**config.mk**
```make
export PLATFORM = sky130hd
export DESIGN_NAME = proc_seq_ctrl
export DESIGN_NICKNAME = d
export VERILOG_FILES = /design/src/rtl/proc_seq_ctrl.sv
export SDC_FILE = /design/constraint.sdc
export NUM_CORES = 1
export LEC_CHECK = 0
export CAP_MARGIN = 15
export CORE_AREA = 4 4 206 208
export CTS_CLUSTER_SIZE = 14
export DETAILED_ROUTE_END_ITERATION = 10
export DIE_AREA = 0 0 210 212
export SYNTH_ARGS = -nofsm -noshare
export SYNTH_HDL_FRONTEND = slang
export SYNTH_SLANG_ARGS = --single-unit
```
**constraint.sdc**
```tcl
create_clock -name clk -period 3.9 [get_ports clk]
set_input_delay 0.39 -clock clk [delete_from_list [all_inputs] [get_ports clk]]
set_output_delay 0.39 -clock clk [all_outputs]
set_load 0.005 [all_outputs]
```
**src/rtl/proc_seq_ctrl.sv**
```systemverilog
// proc_seq_ctrl: job sequencer that pulls pixel words from an input FIFO, applies a per-byte
// operation and pushes results to an output FIFO. Optional stall counter: PROC_STALL_CNT_EN.
module proc_seq_ctrl #(
    parameter int unsigned DATA_WIDTH = 32,
    parameter int unsigned LEN_W      = 16
) (
    input  logic                  clk,
    input  logic                  rst_n,
    input  logic                  slv_start,
    input  logic [1:0]            slv_mode,
    input  logic [7:0]            slv_proc_val,
    input  logic [LEN_W-1:0]      slv_len,
    input  logic                  fifo_empty,
    output logic                  fifo_rd,
    input  logic [DATA_WIDTH-1:0] fifo_data,
    input  logic                  out_full,
    output logic                  wr,
    output logic [DATA_WIDTH-1:0] data_out,
    output logic                  busy,
    output logic                  mstr_data_cmplt,
    output logic [15:0]           stall_cnt
);

    localparam int unsigned NBYTES = DATA_WIDTH / 8;

    typedef enum logic [1:0] {
        S_IDLE = 2'd0,
        S_RUN  = 2'd1,
        S_DONE = 2'd2
    } state_t;

    state_t                state_q, state_d;
    logic [1:0]            mode_q;
    logic [7:0]            val_q;
    logic [LEN_W-1:0]      rd_left_q, wr_left_q;
    logic [DATA_WIDTH-1:0] buf_q [2];
    logic                  wr_ptr_q, rd_ptr_q;
    logic [1:0]            cnt_q;
    logic                  inflight_q;
    logic                  start_ok;
    logic                  pop_c;
    logic [2:0]            occ_c;
    logic [DATA_WIDTH-1:0] proc_word;

    // Per-pixel operation; 9-bit intermediates expose carry/borrow for clamping.
    function automatic logic [7:0] pixel_op(input logic [1:0] mode, input logic [7:0] p,
                                            input logic [7:0] v);
        logic [8:0] sum;
        logic [8:0] diff;
        sum  = {1'b0, p} + {1'b0, v};
        diff = {1'b0, p} - {1'b0, v};
        case (mode)
            2'b01:   return sum[8]  ? 8'hFF : sum[7:0];
            2'b10:   return diff[8] ? 8'h00 : diff[7:0];
            2'b11:   return diff[8] ? 8'h00 : 8'hFF;
            default: return p;
        endcase
    endfunction

    always_comb begin
        proc_word = '0;
        for (int unsigned i = 0; i < NBYTES; i++) begin
            proc_word[i*8 +: 8] = pixel_op(mode_q, fifo_data[i*8 +: 8], val_q);
        end
    end

    assign start_ok        = (state_q == S_IDLE) && slv_start;
    assign pop_c           = (cnt_q != 2'd0) && !out_full;
    // Issue accounting counts the same-cycle pop so a full buffer can still stream.
    assign occ_c           = 3'(cnt_q) + 3'(inflight_q) - 3'(pop_c);
    assign data_out        = buf_q[rd_ptr_q];
    assign busy            = (state_q != S_IDLE);
    assign mstr_data_cmplt = (state_q == S_DONE);

    always_ff @(posedge clk or negedge rst_n) begin
        if (!rst_n) state_q <= S_IDLE;
        else        state_q <= state_d;
    end

    always_comb begin
        state_d = state_q;
        fifo_rd = 1'b0;
        wr      = 1'b0;
        case (state_q)
            S_IDLE: begin
                if (slv_start) state_d = (slv_len == '0) ? S_DONE : S_RUN;
            end
            S_RUN: begin
                fifo_rd = (rd_left_q != '0) && !fifo_empty && (occ_c < 3'd2);
                wr      = pop_c;
                if (pop_c && (wr_left_q == LEN_W'(1))) state_d = S_DONE;
            end
            S_DONE:  state_d = S_IDLE;
            default: state_d = S_IDLE;
        endcase
    end

    // Job config, word counters and the 2-entry result buffer.
    always_ff @(posedge clk or negedge rst_n) begin
        if (!rst_n) begin
            mode_q     <= 2'b00;
            val_q      <= 8'h00;
            rd_left_q  <= '0;
            wr_left_q  <= '0;
            buf_q[0]   <= '0;
            buf_q[1]   <= '0;
            wr_ptr_q   <= 1'b0;
            rd_ptr_q   <= 1'b0;
            cnt_q      <= 2'd0;
            inflight_q <= 1'b0;
        end else begin
            inflight_q <= fifo_rd;
            if (start_ok) begin
                mode_q    <= slv_mode;
                val_q     <= slv_proc_val;
                rd_left_q <= slv_len;
                wr_left_q <= slv_len;
            end else begin
                if (fifo_rd) rd_left_q <= rd_left_q - LEN_W'(1);
                if (wr)      wr_left_q <= wr_left_q - LEN_W'(1);
            end
            if (inflight_q) begin
                buf_q[wr_ptr_q] <= proc_word;
                wr_ptr_q        <= ~wr_ptr_q;
            end
            if (wr) rd_ptr_q <= ~rd_ptr_q;
            cnt_q <= cnt_q + 2'(inflight_q) - 2'(wr);
        end
    end

`ifdef PROC_STALL_CNT_EN
    logic [15:0] stall_q;

    // Counts RUN cycles where a result is waiting on a full output FIFO.
    always_ff @(posedge clk or negedge rst_n) begin
        if (!rst_n) begin
            stall_q <= 16'h0000;
        end else if (start_ok) begin
            stall_q <= 16'h0000;
        end else if ((state_q == S_RUN) && (cnt_q != 2'd0) && out_full &&
                     (stall_q != 16'hFFFF)) begin
            stall_q <= stall_q + 16'd1;
        end
    end

    assign stall_cnt = stall_q;
`else
    assign stall_cnt = 16'h0000;
`endif

endmodule
```
==> run_results.csv <==
group,metric,value,unit
final_layout,nets,1313,
sta,maxSlewViolCount,0,
setup_path,startpoint_of_the_worst_slack_reg_to_reg_timing_path,"cnt_q[1]$_DFF_PN0_",
yosys,synth_top_cells_by_area,"sky130_fd_sc_hd__dfrtp_1 30%, sky130_fd_sc_hd__ha_1 10%, sky130_fd_sc_hd__o21ai_0 5.1%",
drt,avgViaCountPerCell,4.95,
yosys,syn-mean-instance-area,8.48,um^2
yosys,syn-instance-count,1095,
sta,slew-limit-headroom,28.9,%
sta,setup-violations-final,0,
grt,grt_overflow_total,0,
placement,post-place-cells,1679,
yosys,synth_top_area_share,30.4,%
die,placementRows,74,
sta,worst_clock_skew,0.00792,ns
drt,vias,8467,
grt,vias_in_the_first_global_route,8115,
grt,antenna_found_initial,4,
setup_path,setup.worst_path.class,"flip-flop to primary output",
min_path,min-delay-path-class,"primary input to asynchronous set/reset pin",
drt,drc_markers,0,
sta,grt_setup_unrepaired,"no",
yosys,synth_edf_count,0,
sta,final.hold.worst_slack,0.0874,ns
flow_run,cap_viol_max_count,0,
setup_path,worst-endpoint-arrival,3.22,ns
sta,final_hold_viol_count,0,
die,core,40600,um^2
grt,grt_max_degree,68,
yosys,post_synth_instance_area,9290,um^2
grt,grt_pass1_wl,47.5,mm
yosys,yosysTopAreaCell,"sky130_fd_sc_hd__dfrtp_1",
yosys,yosysUniqueCellTypes,83,
power,power.ir.vdd_worst,321,uV
yosys,synth_sequential_area_ratio,30.4,%
setup_path,critPathRequiredTime,3.51,ns
drt,ant_nets,0,
setup_path,critPathCaptureType,"primary output",
die,initial_utilization,22.9,%
grt,global_route.usage.total,13.6,%
clocking,ctsHoldBuffers,0,
setup_path,crit_path_max_fanout,9,
clocking,worst_skew_pair.late_latency,0.43,ns
drt,route.final.wire_length,30.7,mm
sta,max_slew.worst_pin.slew,1.06,ns
final_layout,final-instance-count-excl-fill,1712,
placement,dp.final_hpwl,23.3,mm
yosys,ys_async_sr_fraction,100,%
die,ios,115,
sta,fmax,277,MHz
die,horizontal_extent_of_the_die,210,um
yosys,synth-seq-cells,113,
sta,final_period_minus_worst_setup_slack,3.61,ns
clocking,cts.repair_timing.setup_buffer_count,0,
drt,routed_len_inst,17.9,um
final_layout,final_util,28.2,%
drt,iteration_count_of_the_initial_detailed_routing_pass,5,
clocking,post_cts_resized,0,
placement,gp_congestion,0.905,
sta,final_min_period_over_clock_period,92.5,%
yosys,synthFlopType,"sky130_fd_sc_hd__dfrtp_1",
die,die_area,44500,um^2
drt,drtIter0Drc,479,
clocking,clk_transition_reported_paths,0.05,ns
final_layout,drive_gt1_share,9.58,%
clocking,total_clock_sinks,113,
final_layout,final.fill_count,4315,
sta,final.setup.tns,0,ns
clocking,number_of_buffers_added_by_the_clock_tree_synthesis_step,17,
status,run_status,"finished clean",
power,power.leakage,0.00467,uW
final_layout,syn2layout_area_growth,22.9,%
setup_path,worst_r2r_endpoint,"rd_left_q[4]$_DFFE_PN0P_",
clocking,clk_root_buffer_cell,"sky130_fd_sc_hd__clkbuf_16",
clocking,maximum_count_of_clock_buffers_along_a_single_path,2,
setup_path,worst-r2r-setup-slack,0.83,ns
yosys,synth.yosys.warnings,0,
placement,port_buffers,98,
power,power-per-cell-area,865,nW/um^2
setup_path,timing.critical_path.from_type,"flip-flop",
clocking,cts-htree-levels,4,
setup_path,worst-r2r-cell-count,11,
die,dieHeight,212,um
clocking,tritoncts,"built",
[sequential cells by signal, indices dropped and copies added, names as in the netlist]
register and count:
rd_left_q 16, wr_left_q 16, wr_ptr_q 1, cnt_q 2, state_q 2, rd_ptr_q 1
buf_q 64, mode_q 2, inflight_q 1, val_q 8
[metrics by stage]
stage | cell area, um^2 | setup slack, ns | total power [uW]
finish | 11400 | 0.294 | 9880
global route | 11400 | 0.0842 | 10700
CTS | 11400 | 0.251 | 9890
detailed placement | 10800 | 0.365 | 8060
global placement | 10800 | 0.374 | 7970
floorplan | 9350 | 1.02 | 5990
[cell families (layout without fill, tap and decap cells)]
kind of cell | after synthesis | in the layout | synth area share, %
simple gates | 359 | 359 | 19.5
compound gates | 338 | 338 | 24.3
buf+inv | 133 | 202 | 6.26
flops | 113 | 113 | 30.4
fa+ha+maj | 84 | 84 | 12.0
mux | 44 | 44 | 5.28
xor+xnor | 23 | 23 | 2.17
other cells | 1 | 17 | 0.0404
[cell type report]
| cell class | count | area [um^2] | share of cell area, % |
|---|---|---|---|
| diodes | 1 | 2.50 | 0.0219 |
| clock inverters | 11 | 209 | 1.83 |
| well taps | 532 | 666 | 5.83 |
| clock buffers | 21 | 450 | 3.95 |
| multi-input cells | 864 | 5940 | 52.0 |
| repair buffers | 111 | 1100 | 9.64 |
| inverters | 59 | 221 | 1.94 |
| flip-flops and latches | 113 | 2830 | 24.8 |
[worst max-delay path, stage by stage (launching register included)]
cell                              delay (ns)
sky130_fd_sc_hd__dfrtp_1                0.44
sky130_fd_sc_hd__o21bai_1               0.19
sky130_fd_sc_hd__inv_1                  0.08
sky130_fd_sc_hd__ha_1                   0.26
sky130_fd_sc_hd__nand2b_1               0.15
sky130_fd_sc_hd__fa_1                   0.47
sky130_fd_sc_hd__and4bb_2               0.22
sky130_fd_sc_hd__nand2_1                0.09
sky130_fd_sc_hd__a21o_4                 0.24
sky130_fd_sc_hd__inv_2                  0.14
sky130_fd_sc_hd__clkdlybuf4s50_1        0.52
[report_power, final]
group	switching, uW	internal (uW)	leakage, uW	total [uW]
combinational	3370	2530	0.00297	5900
clock	562	1210	0.000325	1770
sequential	467	1740	0.00138	2210
total	4400	5480	0.00467	9880
[Yosys cell counts (13+ instances only)]
| cell | instances |
|---|---|
| sky130_fd_sc_hd__a21oi_1 | 61 |
| sky130_fd_sc_hd__a31oi_1 | 14 |
| sky130_fd_sc_hd__buf_4 | 16 |
| sky130_fd_sc_hd__clkbuf_1 | 43 |
| sky130_fd_sc_hd__dfrtp_1 | 113 |
| sky130_fd_sc_hd__ha_1 | 75 |
| sky130_fd_sc_hd__inv_1 | 58 |
| sky130_fd_sc_hd__mux2_2 | 40 |
| sky130_fd_sc_hd__nand2_1 | 119 |
| sky130_fd_sc_hd__nand2b_1 | 17 |
| sky130_fd_sc_hd__nand3_1 | 23 |
| sky130_fd_sc_hd__nor2_1 | 72 |
| sky130_fd_sc_hd__nor2b_1 | 22 |
| sky130_fd_sc_hd__nor3_1 | 30 |
| sky130_fd_sc_hd__nor4_1 | 13 |
| sky130_fd_sc_hd__o211ai_1 | 29 |
| sky130_fd_sc_hd__o21a_1 | 16 |
| sky130_fd_sc_hd__o21ai_0 | 95 |
| sky130_fd_sc_hd__or3_1 | 13 |
| sky130_fd_sc_hd__xnor2_1 | 16 |
[worst max path at each step]
| stage | from | end | slack (ns) | depth (start not counted) |
|---|---|---|---|---|
| 2_1_floorplan | cnt_q[1]$_DFF_PN0_ | rd_left_q[4]$_DFFE_PN0P_ | 1.02 | 11 |
| 4_1_cts | cnt_q[1]$_DFF_PN0_ | fifo_rd | 0.25 | 10 |
| 5_1_grt | cnt_q[1]$_DFF_PN0_ | fifo_rd | 0.08 | 10 |
| 3_3_place_gp | out_full | fifo_rd | 0.37 | 11 |
| 3_5_place_dp | out_full | fifo_rd | 0.37 | 11 |
| 6_report | cnt_q[1]$_DFF_PN0_ | fifo_rd | 0.29 | 10 |
[routing by layer]
layer  global-route usage [%]  wire length, um
met5                        0               22
met4                     5.24              893
met3                     2.95             1820
met2                     21.2            13800
met1                     18.6            14200
[cell usage in the layout, fill, tap and decap left out, types with 17 or more instances in the layout]
master,n
sky130_fd_sc_hd__nand2_1,119
sky130_fd_sc_hd__o21ai_0,95
sky130_fd_sc_hd__ha_1,75
sky130_fd_sc_hd__nor3_1,30
sky130_fd_sc_hd__mux2_2,40
sky130_fd_sc_hd__clkbuf_16,17
sky130_fd_sc_hd__inv_1,58
sky130_fd_sc_hd__nor2b_1,22
sky130_fd_sc_hd__nand3_1,23
sky130_fd_sc_hd__clkdlybuf4s50_1,97
sky130_fd_sc_hd__o211ai_1,29
sky130_fd_sc_hd__dfrtp_1,113
sky130_fd_sc_hd__a21oi_1,61
sky130_fd_sc_hd__nor2_1,72
(Power assumes the default switching activity.)
